===== config.mk =====
export PLATFORM = sky130hd
export DESIGN_NAME = alu_issue_fifo_flat
export DESIGN_NICKNAME = d
export VERILOG_FILES = /design/src/rtl/alu_pkg.sv /design/src/rtl/alu_issue_fifo_if.sv /design/src/rtl/alu_op_fifo.sv /design/src/rtl/alu_issue_fifo.sv /design/src/flat_wrapper.sv
export SDC_FILE = /design/constraint.sdc
export NUM_CORES = 1
export LEC_CHECK = 0
export ABC_AREA = 1
export CAP_MARGIN = 20
export CORE_ASPECT_RATIO = 1.2
export CORE_MARGIN = 2
export CORE_UTILIZATION = 25
export CTS_CLUSTER_SIZE = 14
export DETAILED_ROUTE_END_ITERATION = 7
export DONT_BUFFER_PORTS = 1
export GPL_ROUTABILITY_DRIVEN = 0
export HOLD_SLACK_MARGIN = 0.02
export PLACE_DENSITY_LB_ADDON = 0.3
export SETUP_SLACK_MARGIN = 0.5
export SLEW_MARGIN = 20
export SYNTH_ARGS = -nofsm -noshare
export SYNTH_HDL_FRONTEND = slang
export SYNTH_HIERARCHICAL = 1
export SYNTH_SLANG_ARGS = --single-unit
export TNS_END_PERCENT = 1

===== constraint.sdc =====
create_clock -name clk -period 6.8 [get_ports clk]
set_input_delay 0.34 -clock clk [delete_from_list [all_inputs] [get_ports clk]]
set_output_delay 0.34 -clock clk [all_outputs]
set_load 0.01 [all_outputs]

===== src/rtl/alu_pkg.sv =====
// alu_pkg: ALU select codes and the queued operation record shared by the issue stage.
package alu_pkg;
  localparam int ANCHO_DEF = 64;
  localparam logic [3:0] ALU_AND = 4'b0000;
  localparam logic [3:0] ALU_OR  = 4'b0001;
  localparam logic [3:0] ALU_ADD = 4'b0010;
  localparam logic [3:0] ALU_NOP = 4'b1111;
  typedef struct packed {
    logic [ANCHO_DEF-1:0] a;
    logic [ANCHO_DEF-1:0] b;
    logic [3:0]           sel;
  } alu_op_t;
endpackage


===== src/rtl/alu_issue_fifo_if.sv =====
// alu_issue_fifo_if: operation-in and result-out handshakes of the ALU issue stage.
interface alu_issue_fifo_if #(parameter int ANCHO = alu_pkg::ANCHO_DEF) ();
  logic             in_valid;
  logic             in_ready;
  logic [ANCHO-1:0] in_A;
  logic [ANCHO-1:0] in_B;
  logic [3:0]       in_Sel;
  logic             res_valid;
  logic             res_ready;
  logic [ANCHO-1:0] res_Out;
  logic             res_coutfin;
  logic             res_z;
  modport master (output in_valid, in_A, in_B, in_Sel, res_ready,
                  input  in_ready, res_valid, res_Out, res_coutfin, res_z);
  modport slave  (input  in_valid, in_A, in_B, in_Sel, res_ready,
                  output in_ready, res_valid, res_Out, res_coutfin, res_z);
endinterface


===== src/rtl/alu_op_fifo.sv =====
// alu_op_fifo: operation storage with count-based full/empty and a combinational head.
module alu_op_fifo import alu_pkg::*; #(
  parameter int PROFUNDIDAD = 4
) (
  input  logic                               clk,
  input  logic                               rst_n,
  input  logic                               push_req,
  input  logic                               pop,
  input  alu_op_t                            wr_op,
  output alu_op_t                            head,
  output logic                               ready,
  output logic                               empty,
  output logic [$clog2(PROFUNDIDAD+1)-1:0]   count
);
  localparam int PW = $clog2(PROFUNDIDAD);
  localparam int CW = $clog2(PROFUNDIDAD+1);
  alu_op_t mem [PROFUNDIDAD];
  logic [PW-1:0] wr_ptr, rd_ptr;
  logic push;
  // ready looks only at count, so a full FIFO refuses even when popping this cycle
  assign ready = count < CW'(PROFUNDIDAD);
  assign empty = count == '0;
  assign push  = push_req && ready;
  assign head  = mem[rd_ptr];
  always_ff @(posedge clk) begin
    if (!rst_n) begin
      wr_ptr <= '0;
      rd_ptr <= '0;
      count  <= '0;
    end else begin
      if (push) begin
        mem[wr_ptr] <= wr_op;
        wr_ptr      <= wr_ptr + 1'b1;
      end
      if (pop) rd_ptr <= rd_ptr + 1'b1;
      count <= count + CW'(push) - CW'(pop);
    end
  end
endmodule


===== src/rtl/alu_issue_fifo.sv =====
// alu_issue_fifo: buffers ALU ops, drives the head onto the ALU and registers its result.
module alu_issue_fifo import alu_pkg::*; #(
  parameter int ANCHO       = ANCHO_DEF,
  parameter int PROFUNDIDAD = 4
) (
  input  logic                             clk,
  input  logic                             rst_n,
  alu_issue_fifo_if.slave                  io,
  output logic [ANCHO-1:0]                 alu_A,
  output logic [ANCHO-1:0]                 alu_B,
  output logic [3:0]                       alu_Sel,
  input  logic [ANCHO-1:0]                 alu_Out,
  input  logic                             alu_coutfin,
  input  logic                             alu_z,
  output logic [$clog2(PROFUNDIDAD+1)-1:0] count
);
  alu_op_t wr_op, head;
  logic empty, load;
  assign wr_op = '{a: io.in_A, b: io.in_B, sel: io.in_Sel};
  assign load  = !empty && (!io.res_valid || io.res_ready);
  alu_op_fifo #(.PROFUNDIDAD(PROFUNDIDAD)) u_fifo (
    .clk      (clk),
    .rst_n    (rst_n),
    .push_req (io.in_valid),
    .pop      (load),
    .wr_op    (wr_op),
    .head     (head),
    .ready    (io.in_ready),
    .empty    (empty),
    .count    (count)
  );
  // empty FIFO presents a NOP so the ALU settles to zero
  assign alu_A   = empty ? '0 : head.a;
  assign alu_B   = empty ? '0 : head.b;
  assign alu_Sel = empty ? ALU_NOP : head.sel;
  always_ff @(posedge clk) begin
    if (!rst_n) begin
      io.res_valid   <= 1'b0;
      io.res_Out     <= '0;
      io.res_coutfin <= 1'b0;
      io.res_z       <= 1'b0;
    end else if (load) begin
      io.res_valid   <= 1'b1;
      io.res_Out     <= alu_Out;
      io.res_coutfin <= alu_coutfin;
      io.res_z       <= alu_z;
    end else if (io.res_ready) begin
      io.res_valid   <= 1'b0;
    end
  end
endmodule

===== src/flat_wrapper.sv =====
// flat-port wrapper written by rule: the top's interface ports become plain ports
module alu_issue_fifo_flat import alu_pkg::*;
#(
  parameter int ANCHO       = ANCHO_DEF,
  parameter int PROFUNDIDAD = 4
)
  (clk, rst_n, alu_A, alu_B, alu_Sel, alu_Out, alu_coutfin, alu_z, count, io_in_valid, io_in_A, io_in_B, io_in_Sel, io_res_ready, io_in_ready, io_res_valid, io_res_Out, io_res_coutfin, io_res_z);
  alu_issue_fifo_if #(.ANCHO(ANCHO)) io_i ();
  input  logic clk;
  input  logic rst_n;
  output logic [ANCHO-1:0] alu_A;
  output logic [ANCHO-1:0] alu_B;
  output logic [3:0] alu_Sel;
  input  logic [ANCHO-1:0] alu_Out;
  input  logic alu_coutfin;
  input  logic alu_z;
  output logic [$clog2(PROFUNDIDAD+1)-1:0] count;
  input wire logic [$bits(io_i.in_valid)-1:0] io_in_valid;
  input wire logic [$bits(io_i.in_A)-1:0] io_in_A;
  input wire logic [$bits(io_i.in_B)-1:0] io_in_B;
  input wire logic [$bits(io_i.in_Sel)-1:0] io_in_Sel;
  input wire logic [$bits(io_i.res_ready)-1:0] io_res_ready;
  output wire logic [$bits(io_i.in_ready)-1:0] io_in_ready;
  output wire logic [$bits(io_i.res_valid)-1:0] io_res_valid;
  output wire logic [$bits(io_i.res_Out)-1:0] io_res_Out;
  output wire logic [$bits(io_i.res_coutfin)-1:0] io_res_coutfin;
  output wire logic [$bits(io_i.res_z)-1:0] io_res_z;
  assign io_i.in_valid = io_in_valid;
  assign io_i.in_A = io_in_A;
  assign io_i.in_B = io_in_B;
  assign io_i.in_Sel = io_in_Sel;
  assign io_i.res_ready = io_res_ready;
  assign io_in_ready = io_i.in_ready;
  assign io_res_valid = io_i.res_valid;
  assign io_res_Out = io_i.res_Out;
  assign io_res_coutfin = io_i.res_coutfin;
  assign io_res_z = io_i.res_z;
  alu_issue_fifo #(.ANCHO(ANCHO), .PROFUNDIDAD(PROFUNDIDAD)) u_core (.clk(clk), .rst_n(rst_n), .io(io_i), .alu_A(alu_A), .alu_B(alu_B), .alu_Sel(alu_Sel), .alu_Out(alu_Out), .alu_coutfin(alu_coutfin), .alu_z(alu_z), .count(count));
endmodule

Yosys cells after proc, flatten, opt, wreduce, memory -nomap -nowiden
Memory sizes are Yosys's and may differ from the RTL's. A register that Yosys moved wholly into a read port is not among the register bits.
Index checks and enable logic that the tools add are counted.

cells by class
  add/sub/neg operators = 4
  magnitude comparators = 1
  multiplexer cells = 10
  reduce and logical (&&, ||, !) cells = 7

operators with widths
  cell                   count
  $mux W64               2
  $mux W1                5
  $add A2 B1 Y2 const B  2
  $mux W2                2
  $mux W4                1
  $add A3 B1 Y3          1
  $logic_not A3 Y1       1
  $lt A3 B3 Y1 const B   1
  $sub A3 B1 Y3          1
  $logic_and A1 B1 Y1    2
  $logic_not A1 Y1       2
  $reduce_bool A2 Y1     1
  $logic_or A1 B1 Y1     1

word-level totals
  register bits after elaboration = 74
  memory bits (writable) = 528
  bits of input ports = 202
  output and inout bits = 203
  word-level logic and storage cells = 30
  memories kept = 1

memory list
  name               depth  bits a word  read ports  clocked after memory_dff  wr ports  RTL line           text
  u_core.u_fifo.mem  4      132          1           1                         1         alu_op_fifo.sv:17  alu_op_t mem [PROFUNDIDAD];

Logic depth before layout (Yosys ltp)
  depth after elaboration = 5
  gate-level depth with buffers = 11
  gate-level depth less buffers = 9

Cells and area by module
The synthesis kept the hierarchy.

modules (own cells, without submodules)
  module          times used  cells an instance  area each (um^2)  seq. area each (um^2)
  alu_op_fifo     1           1597               21297.9           16035.4
  alu_issue_fifo  1           712                4012.6            1341.3

Worst setup path after synthesis
No wires, ideal clock.

  kind = register to register
  start = register u_core.u_fifo.count[2]
  end = memory u_core/u_fifo/mem[0][0] (netlist bit) (enable)
  setup time = 625 ps
  arrival = 6249 ps
  required time = 6175 ps
  setup slack = -73 ps
  stages on the path, launching flop included = 6
  buffers on the path = 0
  period minus slack after synthesis = 6873 ps
  path through = dfxtp_1 inv_1 nand2_1 inv_1 nand2_1 nor2_1

between the ends
  cells in the longest elaborated chain, start to end = 5

ends and longest elaborated chain
  element                        RTL line            text
  start, declared                alu_op_fifo.sv:13   output logic [$clog2(PROFUNDIDAD+1)-1:0] count
  start signal, assigned         alu_op_fifo.sv:36   count <= count + CW'(push) - CW'(pop);
  $lt A3 B3 Y1                   alu_op_fifo.sv:21   assign ready = count < CW'(PROFUNDIDAD);
  via io_in_ready                flat_wrapper.sv:23  output wire logic [$bits(io_i.in_ready)-1:0] io_in_ready;
  $logic_and A1 B1 Y1            alu_op_fifo.sv:23   assign push = push_req && ready;
  $mux W1                        alu_op_fifo.sv:31   if (push) begin
  $mux W1                        alu_op_fifo.sv:26   if (!rst_n) begin
  $mux W1 (not written as such)  alu_op_fifo.sv:32   mem[wr_ptr] <= wr_op;
  end, declared                  alu_op_fifo.sv:17

The timed path passes the listed nets, and every way through them passes these cells.

==> results.ini <==
[run_status]
outcome=finished clean

[hold_path]
min_delay_worst_endpoint=u_core/io.res_Out[30]
min_delay_path_depth=4
hold_start=alu_Out[30]
worstHoldPathType=primary input to flop

[drt]
post_drt_via_cell_ratio=4.18
drt_first_iter_violations=762
drt_drc_violations_left=0
wirelength_mm=58.0
first_pass_iters=5
wl_per_cell_um=15.3
ant_nets=0
vias=15900

[cells_and_area]
final.fill_count=10300
sequential_cell_area_sq_mm=0.0174
post-route-cell-area_sq_mm=0.0304
drive_gt1_share_pct=4.83
layout-area-overhead-vs-synth_pct=20.0
multiInputGateArea_sq_mm=0.00523
layout_common_cells=edfxtp_1, inv_1, nand2_1
layout.cells.most_common=edfxtp_1
layout.nets=2660

[synthesis]
post_synthesis_mean_instance_area_sq_um=11.0
flop_and_latch_count_out_of_synthesis=604
post-synth-top-area-cell=edfxtp_1
synth_warn=6
number_of_standard_cells_after_synthesis=2309
yosys-top-cells-area=edfxtp_1, inv_1, dfxtp_1
synth-seq-area-share_pct=68.7
syn-cell-area_sq_mm=0.0253
yosysTopAreaCellShare_pct=62.6
synth.lib_cells_used.distinct=22
synth_nets=2518

[place]
dp_hpwl_mm=33.1
dpl_worst_slack_ns=3.98
placement.io_buffers=0
postPlaceCellArea_sq_mm=0.0262

[timing]
finalCriticalPeriod_ns=3.47
setup_ws_ns=3.33
relSlewSlack_pct=24.5
tightest_slew_ns=1.13
timing.setup.tns_ns=0
timing_hold_violations_final=0
min_period_over_period_pct=51.0
fin_skew_ns=0.0176
hold-worst-slack_ns=0.0860
maxSlewViolCount=0
timing.final.setup_violations=0
rsz0062_at_grt=false
max_clock_freq_ghz=0.288

[clocking]
post-cts-setup-buffers=0
cts.root.buffer_cell=clkbuf_16
cts_max_level=3
tritoncts_clock_tree=built
worst_setup_hold_path_clk_slew_ns=0.06
clock_tree.buffer_depth=3
cts_made_buffers=69
cts_sinks=604
worst_skew_pair.late_latency_ns=0.60

[power]
cellPowerDensity_mw_per_mm2=385
cellLeakagePower_nw=11.9
vdd_drop_max_mv=0.218

[setup_path]
timing.critical_path.from_type=flop
crit_type=flop to primary output
worst_path_required_time_ns=6.46
r2r-end=u_core/u_fifo/count[2]
worst_setup_path_end_kind=primary output
worst-endpoint-arrival_ns=3.13
critical_path_peak_fanout=217
crit-reg2reg-launch=u_core/u_fifo/count[2]
r2r.worst_path.cells=9
reg2reg_setup_slack_ns=4.12

[floorplanning]
coreArea_sq_mm=0.100
die_area_sq_mm=0.104
row_count=127
die_y_um=353
die-width_um=294
top_level_ports=405
initial_utilization_pct=25.3

[global_routing]
total_grt_overflow=0
grt_pass1_wl_mm=86.6
grtUsageTotal_pct=10.8
grt_antenna_before_repair=6
first_global_vias=15100
grt_max_degree=218

[job]
cap_violations=0

## power breakdown
part / switching [mW] / internal [mW] / total, mW
clock network: 1.48 / 2.09 / 3.56
registers: 0.375 / 4.40 / 4.78
logic: 2.37 / 0.980 / 3.35
## cells by family (layout without fill, tap and decap cells)
| kind of cell | Yosys count | in the layout | synth area share, % |
|---|---|---|---|
| compound gates | 472 | 472 | 10.6 |
| fa+ha+maj | 7 | 7 | 0.376 |
| buf+inv | 612 | 807 | 10.8 |
| flops | 604 | 604 | 68.7 |
| other cells | 0 | 2 | 0 |
| simple gates | 614 | 614 | 9.49 |
## cell type report
cell class                      instances  area share, %
Antenna cell                            2         0.0165
Clock buffer                           89           6.07
Clock inverter                         35           1.12
Inverter                              474           5.87
Multi-Input combinational cell       1093           17.2
Sequential cell                       604           57.2
Tap cell                             1290           5.32
Timing Repair Buffer                  209           7.13
## state kept, by name, indices dropped and copies added (netlist names), named ones only
register	count
u_core/u_fifo/mem	528
u_core/io.res_Out	64
u_core/u_fifo/count	3
u_core/u_fifo/rd_ptr	2
u_core/u_fifo/wr_ptr	2
u_core/io.res_coutfin	1
u_core/io.res_valid	1
u_core/io.res_z	1
## how the worst max path moves through the flow
stage / startpoint / to / slack (ns) / cells past startpoint
6_report: flop / alu_A[59] / 3.33 / 5
5_1_grt: flop / alu_A[59] / 3.05 / 5
4_1_cts: flop / alu_A[60] / 3.30 / 5
3_5_place_dp: flop / alu_A[60] / 3.98 / 5
3_3_place_gp: flop / alu_A[60] / 3.97 / 5
2_1_floorplan: u_core/u_fifo/count[2] / u_core/u_fifo/mem[0][0] / -0.07 / 5
## Yosys cell counts (all sizes together)
| cell | instances |
|---|---|
| a21boi | 1 |
| edfxtp | 528 |
| nor3 | 1 |
| nand2 | 339 |
| dfxtp | 76 |
| or2 | 4 |
| o211ai | 132 |
| o21ai | 136 |
| clkbuf | 31 |
| inv | 474 |
| a21oi | 203 |
| fa | 1 |
| nand3 | 67 |
| buf | 107 |
| nor2 | 203 |
| ha | 6 |
## critical path: stages (launching register included)
cell and delay (ns):
dfxtp_4 0.94, buf_12 0.53, o21ai_0 0.23, nand2_1 0.12, inv_1 0.05, nor2_1 0.23
## what timing repair did
action	CTS	global route
hold buffers	196	0
hold endpoints to repair	604	0
gates resized for setup	0	0
## stage by stage
stage | total power [mW] | std cells | util [%]
3_3_place_gp | 8.14 | 3474 | 26.2
3_5_place_dp | 8.16 | 3474 | 26.2
5_1_grt | 12.5 | 3795 | 30.3
2_1_floorplan | 7.63 | 2309 | -
4_1_cts | 11.9 | 3794 | 30.3
6_report | 11.7 | 3796 | 30.3
## layer usage
metal,vias up,track usage [%],routed length (um)
met5,-,0,22
li1,7903,-,-
met2,423,18.6,28200
met4,4,3.23,1060
met1,7447,12.9,24700
met3,80,3.10,4070
Note: power is estimated with default switching activity, not from simulation.
